File: config.mk
export PLATFORM = sky130hd
export DESIGN_NAME = cart_mbc1
export DESIGN_NICKNAME = d
export VERILOG_FILES = /design/src/rtl/cart_mbc1.sv
export SDC_FILE = /design/constraint.sdc
export NUM_CORES = 1
export LEC_CHECK = 0
export ABC_CLOCK_PERIOD_IN_PS = 2000
export CORE_MARGIN = 1.5
export CORE_UTILIZATION = 43
export DETAILED_ROUTE_END_ITERATION = 6
export GPL_TIMING_DRIVEN = 0
export PLACE_DENSITY = 0.77
export SLEW_MARGIN = 40
export SYNTH_ARGS = -nofsm -noshare
export SYNTH_HDL_FRONTEND = slang
export SYNTH_SLANG_ARGS = --single-unit
File: constraint.sdc
create_clock -name clk -period 2 [get_ports clk]
set_input_delay 0.4 -clock clk [delete_from_list [all_inputs] [get_ports clk]]
set_output_delay 0.4 -clock clk [all_outputs]
set_load 0.02 [all_outputs]
File: src/rtl/cart_mbc1.sv
// MBC1 cartridge mapper: bank registers, ROM/RAM address translation and a
// request/acknowledge bridge from the console bus to a single backing store.
module cart_mbc1 #(
    parameter int ROM_AW = 21,
    parameter int RAM_AW = 15
) (
    input  logic              clk,
    input  logic              rst,
    input  logic [15:0]       a,
    input  logic [7:0]        din,
    output logic [7:0]        dout,
    input  logic              rd,
    input  logic              wr,
    input  logic              cs,
    output logic              mem_req,
    output logic              mem_we,
    output logic              mem_ram,
    output logic [ROM_AW-1:0] mem_addr,
    output logic [7:0]        mem_wdata,
    input  logic [7:0]        mem_rdata,
    input  logic              mem_ack
);

    typedef enum logic [1:0] {
        IDLE,
        REQ,
        HOLD
    } state_t;

    state_t state;

    logic [4:0]  bank1;
    logic [1:0]  bank2;
    logic        mode;
    logic        ram_en;
    logic        rd_q;
    logic        wr_q;
    logic        armed;
    logic [15:0] a_lat;

    logic              rd_s;
    logic              wr_s;
    logic              strobe;
    logic              rd_rise;
    logic              wr_rise;
    logic              in_rom;
    logic              in_ram;
    logic              ram_ok;
    logic              rd_valid;
    logic              reg_wr;
    logic              bad_rise;
    logic              launch;
    logic [20:0]       rom_full;
    logic [14:0]       ram_full;
    logic [ROM_AW-1:0] addr_n;

    // A simultaneous rd and wr is a write; armed masks the first cycle after
    // reset so a strobe already high at release is not seen as a new edge.
    always_comb begin
        rd_s     = cs & rd & ~wr;
        wr_s     = cs & wr;
        strobe   = cs & (rd | wr);
        rd_rise  = rd_s & ~rd_q & armed;
        wr_rise  = wr_s & ~wr_q & armed;
        in_rom   = ~a[15];
        in_ram   = (a[15:13] == 3'b101);
        ram_ok   = in_ram & ram_en;
        rd_valid = in_rom | ram_ok;
        reg_wr   = wr_rise & in_rom;
        bad_rise = (rd_rise & ~rd_valid) | (wr_rise & ~in_rom & ~ram_ok);

        if (a[14]) begin
            rom_full = {bank2, bank1, a[13:0]};
        end else begin
            rom_full = {(mode ? bank2 : 2'b00), 5'b0_0000, a[13:0]};
        end
        ram_full = {(mode ? bank2 : 2'b00), a[12:0]};

        if (in_ram) begin
            addr_n = ROM_AW'(RAM_AW'(ram_full));
        end else begin
            addr_n = ROM_AW'(rom_full);
        end

        launch = 1'b0;
        case (state)
            IDLE:    launch = (rd_rise & rd_valid) | (wr_rise & ram_ok);
            HOLD:    launch = strobe & rd_s & rd_valid & (a != a_lat);
            default: launch = 1'b0;
        endcase
    end

    always_ff @(posedge clk or posedge rst) begin
        if (rst) begin
            state     <= IDLE;
            bank1     <= 5'd1;
            bank2     <= '0;
            mode      <= 1'b0;
            ram_en    <= 1'b0;
            dout      <= '1;
            mem_req   <= 1'b0;
            mem_we    <= 1'b0;
            mem_ram   <= 1'b0;
            mem_addr  <= '0;
            mem_wdata <= '0;
            rd_q      <= 1'b0;
            wr_q      <= 1'b0;
            armed     <= 1'b0;
            a_lat     <= '0;
        end else begin
            rd_q  <= rd_s;
            wr_q  <= wr_s;
            armed <= 1'b1;

            if (reg_wr) begin
                case (a[14:13])
                    2'd0: ram_en <= (din[3:0] == 4'hA);
                    2'd1: bank1  <= (din[4:0] == 5'd0) ? 5'd1 : din[4:0];
                    2'd2: bank2  <= din[1:0];
                    2'd3: mode   <= din[0];
                    default: ;
                endcase
            end

            if (bad_rise) begin
                dout <= '1;
            end

            if (launch) begin
                state     <= REQ;
                mem_req   <= 1'b1;
                mem_we    <= wr_rise;
                mem_ram   <= in_ram;
                mem_addr  <= addr_n;
                mem_wdata <= din;
                a_lat     <= a;
            end else begin
                case (state)
                    // Address changes or strobe drops seen here are resolved from HOLD.
                    REQ: begin
                        if (mem_ack) begin
                            mem_req <= 1'b0;
                            state   <= HOLD;
                            if (!mem_we) begin
                                dout <= mem_rdata;
                            end
                        end
                    end
                    HOLD: begin
                        if (!strobe) begin
                            state <= IDLE;
                        end
                    end
                    default: state <= IDLE;
                endcase
            end
        end
    end

endmodule

# After elaboration in Yosys (flattened, before gate mapping)
# Cells that the tools add are included.
[op_classes] addsub=0 multipliers=0 div=0 n_lt_le_gt_ge=0 n_eq_ne=10 shifts=0 muxes=17 bitwise=28 n_reduce_logical=11
[ops] operator="2-to-1 mux 21 bit" n=2
[ops] operator="2-to-1 mux 8 bit" n=5
[ops] operator="bitwise AND 1 bit" n=18
[ops] operator="!= test 16 bit" n=1
[ops] operator="AND reduction 2 bit" n=6
[ops] operator="2-to-1 mux 2 bit" n=4
[ops] operator="equality test 2 bit, second input constant" n=3
[ops] operator="!= test 3 bit, second input constant" n=2
[ops] operator="NOT 1 bit" n=6
[ops] operator="zero test 5 bit" n=1
[ops] operator="2-to-1 mux 5 bit" n=1
[ops] operator="equality test 2 x 1 -> 1 bit, second input constant" n=2
[ops] operator="equality test 4 bit, second input constant" n=1
[ops] operator="zero test 2 bit" n=2
[ops] operator="bitwise OR 1 bit" n=4
[ops] operator="case mux 2 bit (2 select lines)" n=1
[ops] operator="nonzero test 2 bit" n=2
[ops] operator="equality test 3 bit, second input constant" n=1
[ops] operator="2-to-1 mux 1 bit" n=3
[ops] operator="case mux 1 bit (2 select lines)" n=1
[word_totals] regBits=70 latch_bits=0 ramBits=0 rom_bits=0 input_bits=38 output_inout_bits=40 word_cells=81 n_memories=0

# Longest topological paths before layout
# Gate-level depths: netlist (run 1).
[depth] depth_word=11 mapped_depth=7 ltp_nobuf=5

# Worst setup path after synthesis (run 1)
# OpenSTA, ideal clock, no wires.
[synth_path] path_type="input-to-reg" startpoint="input port wr" endpoint="register mem_wdata[7]" setup_time_ns=0.125 arrival_ns=2.068 t_required_ns=1.875 path_slack_ns=-0.193 cell_stages=6 path_buffers=1 cell_sequence="nand2b_1 -> or3_1 -> o211a_1 -> a2111oi_4 -> buf_6 -> mux2_2"
[synth_between] elab_chain_cells=7 word_cells_on_any_way=16 classes_between="mux (1); bitwise (15)"
[synth_lines] item="start: declaration" line="13" source="input logic wr,"
[synth_lines] item="NOT 1 bit" line="60" source="rd_s = cs & rd & ~wr;"
[synth_lines] item="bitwise AND 1 bit" line="60"
[synth_lines] item="bitwise AND 1 bit (2 in series)" line="63" source="rd_rise = rd_s & ~rd_q & armed;"
[synth_lines] item="bitwise AND 1 bit" line="87" source="IDLE: launch = (rd_rise & rd_valid) | (wr_rise & ram_ok);"
[synth_lines] item="bitwise OR 1 bit" line="87"
[synth_lines] item="case mux 1 bit (2 select lines) (*)" line="86" source="case (state)"
[synth_lines] item="end signal: assignment" line="135" source="mem_wdata <= din;"
[synth_lines] item="end: declaration" line="19" source="output logic [7:0] mem_wdata,"
# Mark *: on every way between the ends. The rest lies on a longest branch, timed or not.
# A chain may end at the register's enable or synchronous reset.

# Worst setup path after layout (run 1)
# Same ends and word-level chain as after synthesis.

==> reports/results.tsv, run 1 <==
metric	value	unit
design_area	0.00400	sq mm
hold-path-cell-count	2	
synthArstFlopShare	1.00	
numCtsBuffers	9	
cts_sinks	57	
ys_top_cells_by_area	dfrtp_1 45%, mux2_2 16%, dfstp_2 8.9%	
io_pins	78	
die_x	81.7	um
areaGrowthSynthToFinish	50.2	%
grt_pass1_wl	9290	um
timing.hold.ws	0.361	ns
finalSetupViolCount	30	
antenna_cells	0	
setup_tns	-1.22	ns
crit_fanout	10	
leakagePower	1.76	nW
ctsLongestPathBuffers	2	
violations	negative setup slack	
dpl-instance-area	0.00358	sq mm
cts_root_buf	clkbuf_8	
total_power	4.40	mW
skew	0.0119	ns
drive_above_1_share	0.348	
most-common-layout-cells	57 x clkdlybuf4s50_1, 48 x dfrtp_1, 25 x buf_4, 23 x mux2_2, 15 x mux2_4	
worstHoldEndpoint	mem_addr[2]	
status	complete, but fails checks	
regToRegSetupSlack	-0.05	ns
dieArea	0.00667	sq mm
antenna_found_initial	0	
fin_ws	-0.0629	ns
insertion_delay	0.33	ns
r2r_cells	7	
clk_pin_slew	0.07	ns
die_y	81.7	um
vias	1911	
mostFrequentLayoutCell	clkdlybuf4s50_1	
synth-seq-area-share	0.540	
max_cap_violations	0	
start_kind	primary input	
hp-class	in -> reg	
coreArea	0.00596	sq mm
fin_nets	349	
wl_per_cell	14.7	um
ir_worst_vdd	0.533	mV
min_from	a[2]	
cp_cell_sequence	clkdlybuf4s15_1, nand2b_4, or3_1, o211a_1, a2111oi_4, buf_6, buf_12, mux2_2	
cp_top_family	buffers and inverters	
synth_fp_nets	246	
worst_setup_path_end_kind	flop	
io_buffer_count	76	
path_class	in -> reg	
r2r_end	mem_wdata[2]	
maxSlewHeadroom	0.619	
initial_utilization	0.447	
yosys_warnings	0	
crit_arrival	2.28	ns
synth_edf_count	0	
required	2.21	ns
gp_congestion	0.737	
max_stage_delay	0.33	ns
fp-row-count	28	
dpl.hpwl	3900	um
overflow	0	
drc	0	
slowest_stage	mux2_2	
drt-initial-drc-count	58	
fin_crit_sh	1.03	
htreeDepth	3	
syn_area_per_cell	12.8	sq um
cts.hold.buffers_added	0	
synth_top_cell_by_area	dfrtp_1	
drv_slew	0	
cts_tree	built	
grt_max_degree	32	
hold_violations	0	
first_pass_iters	4	
pre_cts_ws	-0.921	ns
yosys.area.top_type_share	0.451	
grt_pass1_vias	1939	
critPathBufInv	3	
vias_per_cell	4.89	
netlist_area	0.00266	sq mm
worst_slew_pin_slew	0.564	ns
grt_setup_unrepaired	yes	
ys_seq_elements	57	
drt_wl_total	5740	um
postRouteAntennaNets	0	
yosysUniqueCellTypes	40	
reg2reg_from	mem_addr[0]	
fmax	0.485	GHz
grtUsageTotal	0.188	
postSynthCellCount	208	
synthFlopType	dfrtp_1	
fin_crit	2.06	ns
power_density	1100	mW/mm^2
per-layer routing:
| metal | global-route usage | wire length [um] |
|---|---|---|
| met5 | 0 | 0 |
| met4 | 0.0864 | 133 |
| met3 | 0.0467 | 290 |
| met2 | 0.304 | 2750 |
| met1 | 0.238 | 2570 |
cells in the mapped netlist (2+ instances only):
cell type	count
o22a_1	8
buf_6	3
xnor2_1	16
dfrtp_1	48
buf_2	2
nor2_1	3
nand4_1	4
nor2b_1	2
nor3_1	2
mux2_2	38
nor4_1	4
or3_1	2
dfstp_2	9
mux2i_1	5
nand2_1	12
clkbuf_1	5
buf_4	13
inv_1	8
a21oi_1	3
cell type report:
type                            instances  area [sq um]
Clock buffer                           16           180
Fill cell                             464          1960
Timing Repair Buffer                   92           913
Sequential cell                        57          1440
Tap cell                               75          93.8
Multi-Input combinational cell        120          1150
Buffer                                 23           195
Inverter                                8          32.5
worst max-delay path by stage:
stage                      startpoint      endpoint  depth (start not counted)
after floorplan                    wr  mem_wdata[7]                          6
final                              wr  mem_wdata[7]                          8
after detailed placement        a[15]   mem_addr[6]                          7
after global placement          a[15]  mem_addr[20]                          7
after CTS                        wr_q  mem_wdata[4]                          7
after global routing      mem_addr[0]  mem_wdata[2]                          7
registers in the layout (all words and copies together), names as in the netlist, 2 cells and up:
name and cells:
bank1 5, bank2 2, mem_addr 21, a_lat 3, dout 8, state 2, mem_wdata 8
where the power goes:
part	switching, mW	total, mW	internal, mW
Sequential	0.207	1.70	1.50
Combinational	0.696	1.72	1.02
Clock	0.422	0.976	0.554
cells by family (layout without fill, tap and decap cells):
kind of cell | count (synthesis) | after routing | synth area share
AOI/OAI and AO/OA | 22 | 22 | 0.0728
xor gates and xnor gates | 16 | 16 | 0.0526
buffers and inverters | 31 | 139 | 0.0714
DFF | 57 | 57 | 0.540
muxes | 43 | 43 | 0.180
other | 1 | 1 | 0.00141
and+or+nand+nor | 38 | 38 | 0.0822
repair_timing:
action / CTS / global route
endpoints found under the setup margin: 47 / 38
endpoints found under the hold margin: 0 / 0
gates resized for setup: 40 / 10
pin swaps: 2 / 6
setup buffers: 7 / 7
gates cloned: 1 / 0
worst reg2reg max path: cells and delay by family (launching register included):
kind                      cells  cell delay [ns]
xor gates and xnor gates      1             0.17
DFF                           1             0.42
muxes                         1             0.30
AOI/OAI and AO/OA             1             0.13
and+or+nand+nor               2             0.58
buffers and inverters         2             0.32
through the flow:
step,cells,util
floorplan,208,-
global placement,359,0.598
detailed placement,360,0.601
CTS,384,0.656
global route,391,0.672
finish,391,0.672
Note: power is estimated with default switching activity, not from simulation.
==> inputs of run 2 (changes only) <==
Settings changed: ABC_CLOCK_PERIOD_IN_PS 2000 to 1800, CORE_ASPECT_RATIO set to 0.6.
Clock period 2 ns to 1.8 ns, I/O delays scaled along.
==> reports/results.tsv, run 2 (synthesis results as in run 1) <==
metric	value	unit	change
largest_reg_flops	21		unchanged
regToRegSetupSlack	-0.20	ns	-0.15 ns
antenna_found_initial	0		unchanged
start_kind	primary input		
mostFrequentLayoutCell	dfrtp_1		
wl_per_cell	15.1	um	+2.9%
vias_per_cell	4.86		-0.62%
dieArea	0.00669	sq mm	+0.22%
crit_arrival	2.25	ns	-0.03 ns
worst_slew_pin_slew	0.562	ns	-0.00225 ns
antenna_cells	0		unchanged
final_cells	392		+0.26%
slowest_stage	clkdlybuf4s50_1		
pre_cts_ws	-1.10	ns	-0.179 ns
cts_root_buf	clkbuf_8		
regMostFlops	mem_addr		
fin_ws	-0.232	ns	-0.169 ns
ctsLongestPathBuffers	2		unchanged
vias	1904		-0.37%
leakagePower	1.72	nW	-1.9%
drt_wl_total	5920	um	+3.2%
hp-class	in -> async		
grtUsageTotal	0.194		+0.00630
status	complete, but fails checks		
fin_crit_sh	1.13		
postRouteAntennaNets	0		unchanged
finalSetupViolCount	35		+17%
p_switching	1.50	mW	+13%
ir_worst_vdd	0.626	mV	+17%
io_pins	78		unchanged
drv_slew	0		unchanged
max_cap_violations	0		unchanged
drt-initial-drc-count	85		+47%
fin_util	0.680		+0.00845
io_buffer_count	76		unchanged
initial_utilization	0.461		+0.0135
first_pass_iters	4		unchanged
swShare	0.308		+0.00655
drc	0		unchanged
most-common-layout-cells	48 x dfrtp_1, 42 x clkdlybuf4s50_1, 36 x buf_4, 25 x mux2_2, 22 x dlygate4sd2_1		
worst_setup_path_end_kind	flop		
p_clk_frac	0.237		+0.015
maxSlewHeadroom	0.620		+0.00152
r2r_cells	7		unchanged
fin_nets	345		-1.1%
insertion_delay	0.33	ns	about the same
numCtsBuffers	9		unchanged
power_frac_seq	0.392		+0.005
skew	0.00483	ns	-0.00710 ns
dpl.cell_count	365		+1.4%
violations	negative setup slack		
required	2.01	ns	-0.20 ns
fp-row-count	21		-25%
internal_power	3.36	mW	+9.5%
grt_pass1_vias	1956		+0.88%
overflow	0		unchanged
drive_above_1_share	0.391		+0.0429
comb_power_share	0.371		-0.020
grt_pass1_wl	9930	um	+6.8%
grt_max_degree	40		+25%
clk_pin_slew	0.06	ns	about the same
fin_crit	2.03	ns	
hold_violations	0		unchanged
die_y	64.0	um	-22%
htreeDepth	3		unchanged
cts_tree	built		
dpl.hpwl	4060	um	+3.9%
cp_cell_sequence	clkdlybuf4s50_1, xnor2_1, nand4_1, nor4_4, a2111oi_4, buf_6, buf_12, mux2_4		
grt_setup_unrepaired	yes		
path_class	in -> reg		
cts.hold.buffers_added	0		unchanged
crit_fanout	8		-2
max_stage_delay	0.49	ns	+0.16 ns
die_x	105	um	+28%
power_density	1240	mW/mm^2	+12%
areaGrowthSynthToFinish	47.7	%	
coreArea	0.00578	sq mm	-2.9%
gp_congestion	0.751		+2.0%
cts_sinks	57		unchanged
fmax	0.492	GHz	
top_regs	mem_addr (21), dout (8), mem_wdata (8)		
run 2: cell types whose count changed in the layout (fill, tap and decap cells not counted), sizes merged:
cell / before / now
buf: 35 / 43
bufinv: 0 / 1
clkbuf: 21 / 17
clkdlybuf4s15: 2 / 0
clkdlybuf4s50: 57 / 42
clkinv: 0 / 2
dlygate4sd2: 14 / 22
dlymetal6s2s: 2 / 0
run 2: layout make-up:
cell class,instances,area [sq um]
clock buffers,13,149
flip-flops and latches,57,1440
well taps,80,100
repair buffers,89,821
plain buffers,22,200
inverters,8,32.5
multi-input cells,120,1150
fillers,443,1850
clock inverters,3,40.0
run 2: final timing paths:
path | start | to
hold / removal | rst | mem_we
setup / recovery | a[4] | mem_we
setup reg to reg | mem_addr[6] | mem_we
hold reg to reg | bank1[3] | bank1[3]
min in group clk | a[13] | a_lat[13]
max in group asynchronous | rst | bank1[0]
run 2: critical path: cells and delay by family:
kind | cells | cell delay, ns
buffers and inverters | 3 | 0.80
xor gates and xnor gates | 1 | 0.13
muxes | 1 | 0.29
and+or+nand+nor | 2 | 0.53
AOI/OAI and AO/OA | 1 | 0.12
run 2: repair_timing:
item | CTS | global route
setup endpoints to repair | 60 | 59
pin swaps | 3 | 6
buffers inserted | 11 | 1
resized for setup | 43 | 21
run 2: metrics by stage:
step	hold WS [ns]	power (mW)	area [sq um]	setup TNS (ns)
finish	0.329	4.86	3930	-6.91
global route	0.335	5.14	3930	-9.05
CTS	0.326	4.91	3900	-8.25
detailed placement	0.494	3.71	3590	-45.73
global placement	0.488	3.66	3570	-97.67
floorplan	0.481	2.92	2710	-5.64
run 2: metal layers:
metal | wire length, um | up-vias | track usage | share of wire
met1 | 2850 | 915 | 0.267 | 0.48
met5 | 0 | - | 0 | 0
met3 | 419 | 2 | 0.0816 | 0.071
li1 | - | 921 | - | -
met4 | 8 | 0 | 0.0360 | 0.0014
met2 | 2640 | 66 | 0.290 | 0.45
run 2: power by group through the flow:
| stage | combinational, mW | sequential, mW | clock (mW) |
|---|---|---|---|
| after detailed placement | 1.79 | 1.92 | 0 |
| after CTS | 1.82 | 1.90 | 1.19 |
| after global routing | 1.92 | 1.95 | 1.27 |
| after global placement | 1.77 | 1.89 | 0 |
| after floorplan | 0.822 | 2.10 | 0 |
| final | 1.80 | 1.90 | 1.15 |
